**src/rtl/alu_muldiv_seq_if.sv**
```systemverilog
// rtl/alu_muldiv_seq_if.sv - request/result and ALU drive bundle for the MUL/DIV sequencer
interface alu_muldiv_seq_if;
  logic       start;
  logic       op;
  logic [7:0] acc_i;
  logic [7:0] b_i;
  logic       busy;
  logic       done;
  logic [7:0] acc_o;
  logic [7:0] b_o;
  logic       ov_o;
  logic       cy_o;
  logic [7:0] alu_a_o;
  logic [7:0] alu_b_o;
  logic [2:0] alu_method_o;
  logic       alu_cy_o;
  logic [7:0] alu_o_i;
  logic       alu_cy_i;

  modport master (
    output start, op, acc_i, b_i, alu_o_i, alu_cy_i,
    input  busy, done, acc_o, b_o, ov_o, cy_o,
    input  alu_a_o, alu_b_o, alu_method_o, alu_cy_o
  );

  modport slave (
    input  start, op, acc_i, b_i, alu_o_i, alu_cy_i,
    output busy, done, acc_o, b_o, ov_o, cy_o,
    output alu_a_o, alu_b_o, alu_method_o, alu_cy_o
  );
endinterface

```
**src/rtl/alu_muldiv_seq.sv**
```systemverilog
// rtl/alu_muldiv_seq.sv - 8-iteration MUL AB / DIV AB sequencer driving the shared ALU
// Define ALU_MULDIV_DIV_EN to build the restoring divider; otherwise DIV returns operands with OV set.
module alu_muldiv_seq (
  input  logic             clk,
  input  logic             rst,
  alu_muldiv_seq_if.slave  bus
);

  typedef enum logic [1:0] {IDLE, RUN, DONE} state_t;

  state_t     state;
  logic [2:0] cnt;
  logic [7:0] r_hi;
  logic [7:0] r_lo;
  logic [7:0] m;
  logic       busy_q;
  logic       done_q;
  logic [7:0] acc_q;
  logic [7:0] b_q;
  logic       ov_q;
  logic       cy_q;

  logic [7:0] alu_a;
  logic [7:0] alu_b;
  logic [2:0] alu_method;
  logic       bypass;

  logic [7:0] mul_b;
  logic [7:0] mul_hi_nx;
  logic [7:0] mul_lo_nx;

  // MUL: P_hi in r_hi, P_lo in r_lo, multiplicand in m.
  always_comb begin
    mul_b     = r_lo[0] ? m : 8'h00;
    mul_hi_nx = {bus.alu_cy_i, bus.alu_o_i[7:1]};
    mul_lo_nx = {bus.alu_o_i[0], r_lo[7:1]};
  end

`ifdef ALU_MULDIV_DIV_EN
  logic       op_q;
  logic       div_r8;
  logic [7:0] div_rs;
  logic       div_accept;
  logic [7:0] div_r_nx;
  logic [7:0] div_q_nx;

  // DIV: R in r_hi, Q in r_lo, divisor in m. r8 set means the shifted remainder
  // already exceeds 255, so the subtraction must be taken regardless of borrow.
  always_comb begin
    div_r8     = r_hi[7];
    div_rs     = {r_hi[6:0], r_lo[7]};
    div_accept = div_r8 | ~bus.alu_cy_i;
    div_r_nx   = div_accept ? bus.alu_o_i : div_rs;
    div_q_nx   = {r_lo[6:0], div_accept};
  end

  assign bypass = bus.op & (bus.b_i == 8'h00);
`else
  assign bypass = bus.op;
`endif

  always_comb begin
    alu_a      = 8'h00;
    alu_b      = 8'h00;
    alu_method = 3'd0;
    if (state == RUN) begin
`ifdef ALU_MULDIV_DIV_EN
      if (op_q) begin
        alu_a      = div_rs;
        alu_b      = m;
        alu_method = 3'd1;
      end else begin
        alu_a      = r_hi;
        alu_b      = mul_b;
        alu_method = 3'd0;
      end
`else
      alu_a      = r_hi;
      alu_b      = mul_b;
      alu_method = 3'd0;
`endif
    end
  end

  always_ff @(posedge clk) begin
    if (rst) begin
      state  <= IDLE;
      cnt    <= 3'd0;
      r_hi   <= 8'h00;
      r_lo   <= 8'h00;
      m      <= 8'h00;
      busy_q <= 1'b0;
      done_q <= 1'b0;
      acc_q  <= 8'h00;
      b_q    <= 8'h00;
      ov_q   <= 1'b0;
      cy_q   <= 1'b0;
`ifdef ALU_MULDIV_DIV_EN
      op_q   <= 1'b0;
`endif
    end else begin
      case (state)
        IDLE: begin
          done_q <= 1'b0;
          if (bus.start) begin
            busy_q <= 1'b1;
            if (bypass) begin
              state  <= DONE;
              done_q <= 1'b1;
              acc_q  <= bus.acc_i;
              b_q    <= bus.b_i;
              ov_q   <= 1'b1;
              cy_q   <= 1'b0;
            end else begin
              state <= RUN;
              cnt   <= 3'd0;
              r_hi  <= 8'h00;
`ifdef ALU_MULDIV_DIV_EN
              op_q  <= bus.op;
              if (bus.op) begin
                r_lo <= bus.acc_i;
                m    <= bus.b_i;
              end else begin
                r_lo <= bus.b_i;
                m    <= bus.acc_i;
              end
`else
              r_lo  <= bus.b_i;
              m     <= bus.acc_i;
`endif
            end
          end
        end

        RUN: begin
          cnt <= cnt + 3'd1;
`ifdef ALU_MULDIV_DIV_EN
          if (op_q) begin
            r_hi <= div_r_nx;
            r_lo <= div_q_nx;
          end else begin
            r_hi <= mul_hi_nx;
            r_lo <= mul_lo_nx;
          end
`else
          r_hi <= mul_hi_nx;
          r_lo <= mul_lo_nx;
`endif
          if (cnt == 3'd7) begin
            state  <= DONE;
            done_q <= 1'b1;
            cy_q   <= 1'b0;
`ifdef ALU_MULDIV_DIV_EN
            if (op_q) begin
              acc_q <= div_q_nx;
              b_q   <= div_r_nx;
              ov_q  <= 1'b0;
            end else begin
              acc_q <= mul_lo_nx;
              b_q   <= mul_hi_nx;
              ov_q  <= (mul_hi_nx != 8'h00);
            end
`else
            acc_q <= mul_lo_nx;
            b_q   <= mul_hi_nx;
            ov_q  <= (mul_hi_nx != 8'h00);
`endif
          end
        end

        DONE: begin
          state  <= IDLE;
          busy_q <= 1'b0;
          done_q <= 1'b0;
        end

        default: begin
          state  <= IDLE;
          busy_q <= 1'b0;
          done_q <= 1'b0;
        end
      endcase
    end
  end

  assign bus.busy         = busy_q;
  assign bus.done         = done_q;
  assign bus.acc_o        = acc_q;
  assign bus.b_o          = b_q;
  assign bus.ov_o         = ov_q;
  assign bus.cy_o         = cy_q;
  assign bus.alu_a_o      = alu_a;
  assign bus.alu_b_o      = alu_b;
  assign bus.alu_method_o = alu_method;
  assign bus.alu_cy_o     = 1'b0;

endmodule

```
**src/flat_wrapper.sv**
```systemverilog
// flat-port wrapper written by rule: the top's interface ports become plain ports
module alu_muldiv_seq_flat 
  (clk, rst, bus_start, bus_op, bus_acc_i, bus_b_i, bus_alu_o_i, bus_alu_cy_i, bus_busy, bus_done, bus_acc_o, bus_b_o, bus_ov_o, bus_cy_o, bus_alu_a_o, bus_alu_b_o, bus_alu_method_o, bus_alu_cy_o);
  alu_muldiv_seq_if bus_i ();
  input  logic clk;
  input  logic rst;
  input wire logic [$bits(bus_i.start)-1:0] bus_start;
  input wire logic [$bits(bus_i.op)-1:0] bus_op;
  input wire logic [$bits(bus_i.acc_i)-1:0] bus_acc_i;
  input wire logic [$bits(bus_i.b_i)-1:0] bus_b_i;
  input wire logic [$bits(bus_i.alu_o_i)-1:0] bus_alu_o_i;
  input wire logic [$bits(bus_i.alu_cy_i)-1:0] bus_alu_cy_i;
  output wire logic [$bits(bus_i.busy)-1:0] bus_busy;
  output wire logic [$bits(bus_i.done)-1:0] bus_done;
  output wire logic [$bits(bus_i.acc_o)-1:0] bus_acc_o;
  output wire logic [$bits(bus_i.b_o)-1:0] bus_b_o;
  output wire logic [$bits(bus_i.ov_o)-1:0] bus_ov_o;
  output wire logic [$bits(bus_i.cy_o)-1:0] bus_cy_o;
  output wire logic [$bits(bus_i.alu_a_o)-1:0] bus_alu_a_o;
  output wire logic [$bits(bus_i.alu_b_o)-1:0] bus_alu_b_o;
  output wire logic [$bits(bus_i.alu_method_o)-1:0] bus_alu_method_o;
  output wire logic [$bits(bus_i.alu_cy_o)-1:0] bus_alu_cy_o;
  assign bus_i.start = bus_start;
  assign bus_i.op = bus_op;
  assign bus_i.acc_i = bus_acc_i;
  assign bus_i.b_i = bus_b_i;
  assign bus_i.alu_o_i = bus_alu_o_i;
  assign bus_i.alu_cy_i = bus_alu_cy_i;
  assign bus_busy = bus_i.busy;
  assign bus_done = bus_i.done;
  assign bus_acc_o = bus_i.acc_o;
  assign bus_b_o = bus_i.b_o;
  assign bus_ov_o = bus_i.ov_o;
  assign bus_cy_o = bus_i.cy_o;
  assign bus_alu_a_o = bus_i.alu_a_o;
  assign bus_alu_b_o = bus_i.alu_b_o;
  assign bus_alu_method_o = bus_i.alu_method_o;
  assign bus_alu_cy_o = bus_i.alu_cy_o;
  alu_muldiv_seq u_core (.clk(clk), .rst(rst), .bus(bus_i));
endmodule
```
**config.mk**
```make
export PLATFORM = sky130hd
export DESIGN_NAME = alu_muldiv_seq_flat
export DESIGN_NICKNAME = d
export VERILOG_FILES = /design/src/rtl/alu_muldiv_seq_if.sv /design/src/rtl/alu_muldiv_seq.sv /design/src/flat_wrapper.sv
export SDC_FILE = /design/constraint.sdc
export NUM_CORES = 1
export LEC_CHECK = 0
export ABC_AREA = 0
export BUFFER_PORTS_ARGS = -buffer_cell sky130_fd_sc_hd__buf_2
export CORE_MARGIN = 2
export CORE_UTILIZATION = 50
export DETAILED_ROUTE_END_ITERATION = 8
export PLACE_DENSITY_LB_ADDON = 0.1
export RECOVER_POWER = 50
export SLEW_MARGIN = 30
export SYNTH_ARGS = -nofsm -noshare
export SYNTH_HDL_FRONTEND = slang
export SYNTH_SLANG_ARGS = --single-unit
```
**constraint.sdc**
```tcl
create_clock -name clk -period 4.2 [get_ports clk]
set_input_delay 0.84 -clock clk [delete_from_list [all_inputs] [get_ports clk]]
set_output_delay 0.84 -clock clk [all_outputs]
set_load 0.005 [all_outputs]
```
After elaboration in Yosys (flattened, before gate mapping)

Cells that the tools add are included.

Output and inout port bits: 40
Bits of input ports: 29
Bits in registers: 49

$add $sub $neg: 1
Mux-type cells: 38
Equality and inequality tests: 6
Bitwise logic cells: 2
Reductions and logical operators: 8

Operators with widths:

| kind                                           | number |
|---|---|
| two-way mux 8 bit                              | 13 |
| case mux 8 bit (2 select lines)                | 4 |
| two-way mux 1 bit                              | 10 |
| inequality test 2 bit (second input constant)  | 4 |
| case mux 1 bit (2 select lines)                | 4 |
| nonzero test 8 bit                             | 1 |
| two-way mux 2 bit                              | 3 |
| two-way mux 3 bit                              | 2 |
| case mux 3 bit (2 select lines)                | 1 |
| AND reduction 3 bit                            | 2 |
| case mux 2 bit (2 select lines)                | 1 |
| AND reduction 2 bit                            | 2 |
| AND reduction 4 bit                            | 1 |
| adder 3 x 1 -> 3 bit (second input constant)   | 1 |
| == test 3 bit (second input constant)          | 1 |
| == test 2 x 1 -> 1 bit (second input constant) | 1 |
| logical NOT 2 bit                              | 1 |
| NOT 1 bit                                      | 2 |
| nonzero test 2 bit                             | 1 |

Logic depth before layout (Yosys ltp)

Gate-level depths: netlist of run 1.

Depth in word-level cells: 3
Mapped depth: 7

Worst setup path after synthesis of run 1

Ideal clock, no wire load.

Path type: register to output
Start: reg u_core.state[0]
End: out bus_alu_b_o[5]
Arrival time: 1074 ps
Cell stages (with the launch flop): 5
Path slack: 2286 ps
Cell sequence: dfxtp_1 > and2b_1 > buf_6 > buf_2 > and3_1

Longest elaborated chain between the ends: 2

Ends and longest elaborated chain:

| what                     | line                  | text |
|---|---|---|
| start: declaration       | alu_muldiv_seq.sv:11  | `state_t state;` |
| start signal: assignment | alu_muldiv_seq.sv:87  | `state <= IDLE;` |
| start signal: assignment | alu_muldiv_seq.sv:108 | `state <= DONE;` |
| start signal: assignment | alu_muldiv_seq.sv:115 | `state <= RUN;` |
| == test 2 x 1 -> 1 bit   | alu_muldiv_seq.sv:66  | `if (state == RUN) begin` |
| two-way mux 8 bit        | alu_muldiv_seq.sv:66  |  |
| end: declaration         | flat_wrapper.sv:20    | `output wire logic [$bits(bus_i.alu_b_o)-1:0] bus_alu_b_o;` |

Every way passes these cells.

Final worst setup path of run 1

Start: reg u_core.state[1]
End: out bus_alu_b_o[3]

Same word-level chain as after synthesis.

==> qor.csv, run 1 <==
stage,metric,value,unit
run_status,status,"complete, but fails checks",
run_status,failing checks,"max-capacitance violations, max-slew violations",
power_and_ir_drop,register share of total power,54.2,%
timing,Worst-Margin Slew,2270,ps
timing,Achievable Freq,342,MHz
hold_path,WHS Path Cells,2,
synth,Synth Area in Simple Gates,19.1,%
drt,routed vias/inst,5.39,
grt,met2 global-route usage,33.6,%
synth,Syn Inst Count,249,
hold_path,Hold Path Class,flop to flop,
floorplan,Die W,70.3,um
synth,mapped cell area,2200,um^2
synth,Post-synth EDFFs,0,
synth,prevailing post-synth register cell,dfxtp_1,
power_and_ir_drop,sw frac,27.4,%
timing,Final TNS setup,0,ps
grt,initial antenna violation count,0,
drt,DRT Pass-1 Iters,4,
floorplan,initial core utilization,51.2,%
timing,part of the cycle the worst path needs,69.6,%
finish,antenna diode count,0,
grt,first-pass GRT wire length,8540,um
timing,relative slew slack,-51.6,%
drt,DRT Wirelength,5180,um
synth,"FFs w/ async S/R, synth",0,%
clock_network,H-tree depth,2,
timing,"Hold Vio Cnt, Final",0,
clock_network,Clock Path Buffers,2,
synth,mux cell area share after synthesis,3.64,%
timing,fin crit period,2920,ps
power_and_ir_drop,clock power share,30.3,%
drt,WL/cell,14.6,um
grt,largest net degree at the start of global routing,49,
grt,Top Usage Layer GRT,met2,
hold_path,Hold Path End,u_core.m[2],
critical_path,R2R Setup Slk,2070,ps
power_and_ir_drop,Logic pwr share,15.5,%
synth,Post-Synth Adder-Cell Area,1.14,%
critical_path,Worst EP required,3360,ps
synth,post-synthesis sequential area ratio,43.7,%
clock_network,clk root buf,clkbuf_8,
floorplan,Die Ht,70.3,um
floorplan,total I/O pin count,69,
power_and_ir_drop,Cell Pwr Density,370,nW/um^2
drt,Remaining DRCs,0,
clock_network,clk slew on worst S/H paths,90,ps
clock_network,post-cts sizing count,0,
drt,post-route ant nets,0,
critical_path,Worst EP arrival,2080,ps
clock_network,CTS buffer count,5,
clock_network,CTS tree,yes,
drt,vias,1909,
synth,Yosys cell types,35,
critical_path,crit path launch type,flop,
critical_path,CP Capture Type,output pin,
job,MaxCap Viol Count,1,
power_and_ir_drop,Pint,0.000680,W
grt,vias in the first global route,1744,
place,hpwl dp,3540,um
critical_path,worst setup path class,flop to output pin,
grt,grt total ovfl,0,
finish,layout cells sized above 1,27.2,%
timing,RSZ-0062 raised after global routing,false,
finish,Layout Nets,332,
timing,skew final,7.48,ps
timing,final setup fails,0,
place,GPL Wtd Cong,0.734,
synth,largest family of logic cells by synthesized area,compound AO/OA/AOI/OAI gates,
hold_path,Hold Crit Start,u_core.m[2],
synth,XOR/XNOR Fraction of Synth Area,0,%
synth,"Avg Cell Area, Syn",8.83,um^2
grt,GRT met3 Usage,5.34,%
timing,Hold Slack,455,ps
place,port bufs,63,
power_and_ir_drop,leakage,1.10,nW
power_and_ir_drop,net load switching power,0.000256,W
grt,M1 GR Usage,29.6,%
critical_path,worst r2r dst,u_core.r_lo[6],
clock_network,Clock Sinks,48,
timing,max-slew violations,49,
finish,Area Growth Syn to Fin,15.2,%
critical_path,FF-to-FF Start,u_core.state[1],
floorplan,Site Rows,24,
critical_path,r2r worst-path depth,4,
clock_network,clk_lat worst skew,300,ps
clock_network,Post-CTS Hold Buffers,0,
drt,initial drt markers,103,
clock_network,postcts setup bufs,0,
power_and_ir_drop,Worst VDD drop,0.210,mV
synth,Compound-Gate Fraction of Synth Area,25.3,%
floorplan,core area,4290,um^2
critical_path,worst-path maximum fanout,30,
synth,"flops & latches, synth",48,
synth,warning count from the yosys run,0,
floorplan,die area,4940,um^2
grt,GR Util All Layers,21.6,%
-- worst max path at each step --
stage	from	endpoint	slack [ps]	cells after the start
2_1_floorplan	u_core.state[0]	bus_alu_b_o[5]	2290	4
3_3_place_gp	u_core.state[1]	bus_alu_b_o[5]	1430	3
3_5_place_dp	u_core.state[1]	bus_alu_b_o[3]	1400	3
4_1_cts	u_core.state[1]	bus_alu_b_o[3]	1070	3
5_1_grt	u_core.state[1]	bus_alu_b_o[0]	1160	3
6_report	u_core.state[1]	bus_alu_b_o[3]	1280	3
-- routing by layer --
metal / vias up / wire (um)
met5: - / 0
met2: 58 / 2400
met1: 868 / 2390
li1: 977 / -
met4: 0 / 64
met3: 6 / 322
-- final cells by class --
| cell class | count | area [um^2] |
|---|---|---|
| timing repair buffer | 64 | 318 |
| inverter | 2 | 7.51 |
| multi-input combinational | 180 | 1090 |
| fill | 414 | 1760 |
| clock buffer | 8 | 90.1 |
| tap | 52 | 65.1 |
| sequential | 48 | 961 |
-- worst max-delay path, stage by stage, from the launching register on --
cell and delay (ps):
dfxtp_1 880, and2b_2 500, and3_1 270, buf_2 120
-- through the flow --
stage                     util, %  cells  power, W  instance area [um^2]  worst slack, ps
after global placement       57.2    346  0.000663                  2460             1430
after CTS                    59.3    354  0.000945                  2550             1070
final                        59.0    354  0.000936                  2530             1280
after floorplan                 -    253  0.000620                  2210             2290
after detailed placement     57.2    346  0.000665                  2460             1400
after global routing         59.0    354  0.000982                  2530             1160
-- logic make-up after synthesis --
family | count (synthesis)
other cells | 1
mux | 8
compound gates | 81
simple gates | 84
flops | 48
fa+ha+maj | 2
buf+inv | 25
-- sequential cells by signal (all words and copies together), names as in the netlist --
register	count
u_core.cnt	3
u_core.bus.busy	1
u_core.m	8
u_core.r_lo	8
u_core.state	2
u_core.bus.acc_o	8
u_core.r_hi	8
u_core.bus.ov_o	1
u_core.bus.done	1
u_core.bus.b_o	8
-- power by group through the flow --
stage / Clock [W] / Combinational, W / Sequential, W
after floorplan: 0 / 0.000107 / 0.000513
after global placement: 0 / 0.000147 / 0.000516
after detailed placement: 0 / 0.000148 / 0.000517
after CTS: 0.000290 / 0.000148 / 0.000507
after global routing: 0.000308 / 0.000163 / 0.000511
final: 0.000283 / 0.000145 / 0.000507
-- synth_stat cells, types with 4 or more instances --
cell type   n  area share [%]
buf_2       5             1.1
and3_1      8             2.3
buf_6       4             2.0
clkbuf_1    8             1.4
o21ai_0    16             3.6
a211oi_1   17             5.8
a21oi_1    26             5.9
buf_4       6             2.0
and2_1      8             2.3
dfxtp_1    48              44
mux2i_1     8             3.6
a22oi_1    10             3.4
nand2_1    17             2.9
a211oi_2    8             4.6
nor2_1     38             6.5
-- cell usage in the layout (no fill, tap or decap), types with 2 or more instances in the layout --
cell / count
a211oi_1: 19
a211oi_2: 6
a21oi_1: 26
a22oi_1: 10
and2_1: 8
and3_1: 8
buf_2: 59
clkbuf_1: 6
clkbuf_8: 6
conb_1: 5
dfxtp_1: 48
ha_1: 2
mux2i_1: 8
nand2_1: 17
nor2_1: 38
nor3_2: 2
o21ai_0: 16
Power figures use the tool's default switching activity.
==> run 2: changes to the inputs <==
- ABC_AREA: 0 -> 1
- clock period: 4.2 -> 2.7 ns (I/O delays scaled with it)
==> run 2 against run 1 <==
  * The run now ends clean
  * Non-clock buffer count did not move
  * First-iteration DRC count rose by 24%
  * Clock power rose by 58%
  * Critical endpoint is now bus_alu_b_o[0]
==> qor.csv, run 2 <==
stage,metric,value,unit,change
floorplan,initial core utilization,52.8,%,+1.6 points
critical_path,"CP delay by family, top",simple AND/OR/NAND/NOR gates,,
finish,Layout Nets,422,,+27%
power_and_ir_drop,leakage,1.33,nW,+21%
clock_network,Post-CTS Hold Buffers,0,,unchanged
power_and_ir_drop,register share of total power,51.9,%,-2.3 points
synth,mapped cell area,2330,um^2,+6.0%
clock_network,CTS tree,yes,,
synth,prevailing post-synth register cell,dfxtp_1,,
finish,"commonest cells after routing, fill and taps aside","nand2_1 (85), nor2_1 (73), buf_2 (57), dfxtp_1 (48), inv_1 (33)",,
finish,final instance area,2650,um^2,+4.5%
clock_network,clk slew on worst S/H paths,80,ps,about the same
timing,RSZ-0062 raised after global routing,false,,
power_and_ir_drop,clock power share,29.6,%,-0.7 points
timing,fin crit period,2130,ps,
place,GPL Wtd Cong,0.788,,+7.4%
clock_network,clk_lat worst skew,300,ps,about the same
clock_network,H-tree depth,2,,unchanged
critical_path,r2r worst-path depth,7,,+3
power_and_ir_drop,Logic pwr share,18.4,%,+2.9 points
finish,"most common cell after layout, fill and taps aside",nand2_1,,
timing,skew final,6.22,ps,-1.27 ps
grt,grt total ovfl,0,,unchanged
floorplan,Die W,72.3,um,+2.8%
finish,area of the multi-input gates,1080,um^2,-0.69%
timing,Achievable Freq,470,MHz,
synth,top-area cell type share of the netlist area,41.2,%,-2.5 points
timing,relative slew slack,44.1,%,+96 points
synth,"count leader, synth",nand2_1,,
power_and_ir_drop,net load switching power,0.000438,W,+71%
drt,Remaining DRCs,0,,unchanged
critical_path,worst-path maximum fanout,14,,-53%
clock_network,Clock Sinks,48,,unchanged
critical_path,CP peak stage delay,410,ps,-470 ps
synth,Syn Inst Count,337,,+35%
clock_network,CTS buffer count,5,,unchanged
drt,DRT Pass-1 Iters,5,,+1
grt,initial antenna violation count,0,,unchanged
timing,"Hold Vio Cnt, Final",0,,unchanged
synth,"Avg Cell Area, Syn",6.92,um^2,-22%
critical_path,Worst EP arrival,1590,ps,-490 ps
synth,"flops & latches, synth",48,,unchanged
timing,max-slew violations,0,,-100%
synth,post-synthesis sequential area ratio,41.2,%,-2.5 points
critical_path,worst setup path class,flop to output pin,,
drt,post-route ant nets,0,,unchanged
finish,Fill cells,465,,+12%
place,hpwl dp,3630,um,+2.5%
grt,largest net degree at the start of global routing,43,,-12%
clock_network,clk root buf,clkbuf_8,,
finish,Area Growth Syn to Fin,13.5,%,
critical_path,CP Capture Type,output pin,,
synth,largest area contributor in the netlist,dfxtp_1,,
floorplan,Die Ht,72.3,um,+2.8%
job,MaxCap Viol Count,0,,-1
clock_network,postcts setup bufs,0,,unchanged
critical_path,R2R Setup Slk,760,ps,-1310 ps
synth,Synth area leaders,"dfxtp_1 (41%), nand2_1 (13%), nor2_1 (12%)",,
finish,antenna diode count,0,,unchanged
drt,routed vias/inst,4.81,,-11%
power_and_ir_drop,Cell Pwr Density,572,nW/um^2,+55%
drt,DRT Wirelength,5110,um,-1.4%
place,Inst Count DP,436,,+26%
synth,warning count from the yosys run,0,,unchanged
hold_path,Hold Path End,u_core.m[6],,
synth,Yosys cell types,24,,-31%
critical_path,Crit-path slowest cell,dfxtp_1,,
place,Placed Area,2580,um^2,+4.9%
floorplan,core area,4410,um^2,+2.8%
critical_path,Worst path depth,5,,+2
grt,GR Util All Layers,20.7,%,-0.90 points
timing,Final TNS setup,0,ps,unchanged
clock_network,post-cts sizing count,0,,unchanged
timing,Hold Slack,454,ps,-0.965 ps
finish,non-filler instance count after layout,444,,+25%
power_and_ir_drop,Pint,0.00107,W,+58%
hold_path,Hold Crit Start,u_core.m[6],,
finish,layout cells sized above 1,18.4,%,-8.8 points
critical_path,FF-to-FF Start,u_core.cnt[0],,
drt,initial drt markers,128,,+24%
power_and_ir_drop,sw frac,29.0,%,+1.6 points
clock_network,Clock Path Buffers,2,,unchanged
drt,vias,2136,,+12%
floorplan,total I/O pin count,69,,unchanged
hold_path,Hold Path Class,flop to flop,,
critical_path,CP cell instances,inv_1 -> nor2_8 -> nand2_1 -> nor2_1 -> buf_2,,
grt,vias in the first global route,1867,,+7.1%
hold_path,WHS Path Cells,2,,unchanged
critical_path,crit path launch type,flop,,
floorplan,die area,5220,um^2,+5.7%
power_and_ir_drop,Worst VDD drop,0.389,mV,+85%
timing,part of the cycle the worst path needs,78.7,%,
synth,"FFs w/ async S/R, synth",0,%,unchanged
finish,register area,961,um^2,unchanged
timing,final setup fails,0,,unchanged
synth,Post-synth EDFFs,0,,unchanged
critical_path,worst r2r dst,u_core.bus.b_o[5],,
run_status,status,completed,,
drt,WL/cell,11.5,um,-21%
place,port bufs,63,,unchanged
critical_path,worst path buffer plus inverter count,2,,+1
power_and_ir_drop,Pwr Total,0.00151,W,+62%
grt,first-pass GRT wire length,8460,um,-0.89%
timing,Worst-Margin Slew,837,ps,-1440 ps
critical_path,Worst EP required,2160,ps,-1200 ps
synth,most instantiated cells after synthesis,"nand2_1 (83), nor2_1 (73), dfxtp_1 (48)",,
floorplan,Site Rows,24,,unchanged
[run 2: cells by family (layout without fill, tap and decap cells)]
| family | count (synthesis) | count (layout) | share of synthesized area, % |
|---|---|---|---|
| compound gates | 48 | 48 | 10.6 |
| simple gates | 184 | 184 | 34.9 |
| fa+ha+maj | 2 | 2 | 1.07 |
| other cells | 1 | 5 | 0.161 |
| buf+inv | 54 | 105 | 12.0 |
| flops | 48 | 48 | 41.2 |
[run 2: how the worst max path moves through the flow]
stage / startpoint / to
after detailed placement: u_core.state[0] / bus_alu_b_o[0]
after floorplan: u_core.state[0] / bus_alu_b_o[0]
after global routing: u_core.state[0] / bus_alu_b_o[0]
after global placement: u_core.state[0] / bus_alu_b_o[6]
final: u_core.state[0] / bus_alu_b_o[0]
after CTS: u_core.state[0] / bus_alu_b_o[0]
[run 2: per-layer routing]
metal  global-route usage, %  part of all wire (%)  up-vias
met5                       0                     0        -
li1                        -                     -     1136
met2                    32.2                    44       74
met4                    7.34                   1.2        0
met3                    4.44                   7.7        6
met1                    28.5                    47      920
[run 2: power by group through the flow]
stage	logic [W]	clock network, W	registers, W
after floorplan	0.000218	0	0.000802
after global placement	0.000284	0	0.000801
after detailed placement	0.000286	0	0.000802
after CTS	0.000288	0.000458	0.000786
after global routing	0.000325	0.000489	0.000792
final	0.000279	0.000448	0.000786
[run 2: metrics by stage]
step / utilization [%] / setup slack (ps)
CTS: 60.6 / 580
detailed placement: 58.4 / 915
global placement: 58.4 / 981
floorplan: - / 1130
global route: 59.9 / 474
finish: 59.9 / 574
[run 2: area by class of cell]
class | instances | share of cell area (%)
multi-input cells | 239 | 40.9
repair buffers | 64 | 11.9
well taps | 52 | 2.46
clock buffers | 6 | 3.12
clock inverters | 2 | 0.567
inverters | 33 | 4.68
flip-flops and latches | 48 | 36.3
[run 2: tightest hold or removal path: stages (launching register included)]
cell,delay (ps)
dfxtp_1,300
inv_1,60
a21oi_1,50
==> run 3: changes to the inputs <==
- clock period: 2.7 -> 2.2 ns (I/O delays scaled with it)
==> run 3 against run 2 <==
  * Sequential power up 23%
  * Die area unchanged
  * Global-route usage down 0.40 points
  * Worst setup slack worse by 410 ps
  * Hold slack worse by 26 ps
  * Clock power up 21%
  * Clock skew down 2.1 ps
  * Core utilization up 0.26 points
  * Sequential share of layout area down 0.15 points
  * First-iteration DRC count down 11%
  * Final area up 0.43%
  * Cell count unchanged
  * Largest power group unchanged
==> qor.csv, run 3 (same netlist as run 2, synthesis figures left out) <==
stage,metric,value,unit,change
timing,max-slew violations,0,,unchanged
drt,Remaining DRCs,0,,unchanged
floorplan,Die W,72.3,um,unchanged
finish,final instance area,2660,um^2,+0.43%
clock_network,Post-CTS Hold Buffers,0,,unchanged
power_and_ir_drop,clock power share,29.2,%,-0.4 points
timing,final setup fails,0,,unchanged
drt,DRT Pass-1 Iters,5,,unchanged
critical_path,worst-path maximum fanout,14,,unchanged
floorplan,Site Rows,24,,unchanged
power_and_ir_drop,Logic pwr share,18.8,%,+0.4 points
run_status,status,completed,,
critical_path,Worst EP arrival,1590,ps,about the same
finish,layout cells sized above 1,18.9,%,+0.51 points
grt,GR Util All Layers,20.3,%,-0.40 points
power_and_ir_drop,sw frac,28.9,%,-0.12 points
floorplan,core area,4410,um^2,unchanged
grt,Top Usage Layer GRT,met2,,
hold_path,WHS Path Cells,3,,+1
power_and_ir_drop,Pint,0.00132,W,+23%
timing,relative slew slack,42.7,%,-1.4 points
power_and_ir_drop,register share of total power,52.0,%,about the same
critical_path,r2r worst-path depth,7,,unchanged
power_and_ir_drop,net load switching power,0.000535,W,+22%
drt,WL/cell,12.0,um,+3.9%
place,hpwl dp,3760,um,+3.4%
job,MaxCap Viol Count,0,,unchanged
timing,skew final,4.15,ps,-2.07 ps
critical_path,CP Capture Type,output pin,,
clock_network,clk slew on worst S/H paths,90,ps,about the same
clock_network,CTS tree,yes,,
grt,largest net degree at the start of global routing,43,,unchanged
grt,initial antenna violation count,0,,unchanged
floorplan,initial core utilization,52.8,%,unchanged
critical_path,CP cell instances,inv_1 -> nor2_8 -> nand2_1 -> nor2_1 -> buf_2,,
drt,routed vias/inst,4.84,,+0.70%
clock_network,H-tree depth,2,,unchanged
finish,"most common cell after layout, fill and taps aside",nand2_1,,
drt,post-route ant nets,0,,unchanged
timing,RSZ-0062 raised after global routing,false,,
floorplan,total I/O pin count,69,,unchanged
critical_path,crit path launch type,flop,,
floorplan,die area,5220,um^2,unchanged
timing,Achievable Freq,492,MHz,
drt,vias,2151,,+0.70%
hold_path,Hold Path Class,input pin to flop,,
timing,Worst-Margin Slew,858,ps,+21.4 ps
finish,antenna diode count,0,,unchanged
grt,vias in the first global route,1757,,-5.9%
grt,met2 global-route usage,30.7,%,-1.5 points
critical_path,Crit. Startpoint,u_core.state[0],,
drt,initial drt markers,114,,-11%
critical_path,worst path buffer plus inverter count,2,,unchanged
clock_network,post-cts sizing count,0,,unchanged
place,Placed Area,2590,um^2,+0.49%
finish,Layout Nets,422,,unchanged
clock_network,Clock Sinks,48,,unchanged
timing,"Hold Vio Cnt, Final",0,,unchanged
timing,fin crit period,2030,ps,
power_and_ir_drop,Cell Pwr Density,697,nW/um^2,+22%
grt,M1 GR Usage,29.1,%,+0.64 points
critical_path,CP peak stage delay,410,ps,about the same
critical_path,Crit-path slowest cell,dfxtp_1,,
finish,Fill cells,437,,-6.0%
place,GPL Wtd Cong,0.810,,+2.8%
power_and_ir_drop,leakage,1.35,nW,+1.2%
clock_network,postcts setup bufs,0,,unchanged
finish,Final Util,60.2,%,+0.26 points
drt,DRT Wirelength,5310,um,+3.9%
critical_path,worst setup path class,flop to output pin,,
timing,Final TNS setup,0,ps,unchanged
critical_path,FF-to-FF Start,u_core.cnt[0],,
clock_network,Clock Path Buffers,2,,unchanged
grt,GRT met3 Usage,4.31,%,-0.14 points
critical_path,Worst path depth,5,,unchanged
grt,first-pass GRT wire length,8250,um,-2.4%
power_and_ir_drop,Worst VDD drop,0.353,mV,-9.2%
critical_path,"CP delay by family, top",simple AND/OR/NAND/NOR gates,,
clock_network,CTS buffer count,5,,unchanged
finish,Area Growth Syn to Fin,14.0,%,
timing,part of the cycle the worst path needs,92.5,%,
critical_path,Worst EP required,1760,ps,-400 ps
floorplan,Die Ht,72.3,um,unchanged
place,port bufs,63,,unchanged
clock_network,clk root buf,clkbuf_8,,
grt,grt total ovfl,0,,unchanged
finish,area of the multi-input gates,1090,um^2,+0.23%
critical_path,R2R Setup Slk,250,ps,-510 ps
clock_network,clk_lat worst skew,300,ps,about the same
finish,"commonest cells after routing, fill and taps aside","nand2_1 (84), nor2_1 (73), buf_2 (58), dfxtp_1 (48), inv_1 (33)",,
finish,register area,961,um^2,unchanged
hold_path,Hold Crit Start,bus_alu_o_i[3],,
==> run 3: layout make-up <==
class,instances,area share (%)
clock buffer,6,3.11
clock inverter,2,0.377
sequential,48,36.2
multi-input combinational,239,40.9
timing repair buffer,64,12.4
tap,52,2.45
inverter,33,4.66
==> run 3: final timing paths <==
kind / to
max: bus_alu_b_o[2]
min: u_core.r_hi[2]
max reg2reg: u_core.bus.b_o[5]
min reg2reg: u_core.m[6]
==> run 3: through the flow <==
stage / setup slack, ps / cells / hold WS (ps) / power, W
6_report: 166 / 444 / 428 / 0.00185
5_1_grt: 56.4 / 444 / 436 / 0.00195
4_1_cts: 193 / 444 / 421 / 0.00188
3_5_place_dp: 530 / 436 / 446 / 0.00134
3_3_place_gp: 573 / 436 / 440 / 0.00134
2_1_floorplan: 729 / 341 / 427 / 0.00125
==> run 3: routing by layer <==
| metal | vias to the layer above | routed length [um] |
|---|---|---|
| met5 | - | 0 |
| met4 | 0 | 81 |
| met3 | 9 | 415 |
| met2 | 70 | 2290 |
| met1 | 938 | 2520 |
| li1 | 1134 | - |
==> run 3: power groups by stage <==
stage	registers (W)	logic, W	clock network, W
after floorplan	0.000985	0.000267	0
after global placement	0.000983	0.000352	0
after detailed placement	0.000985	0.000356	0
after CTS	0.000965	0.000358	0.000557
after global routing	0.000971	0.000397	0.000584
final	0.000964	0.000348	0.000541
==> run 3: worst register-to-register path, cell delays in order, from the launching register on <==
cell     delay [ps]
dfxtp_1         350
ha_1            160
ha_1            210
inv_1            80
nand2_2          80
nand3_1         520
nor2_1          380
nor2_1           60
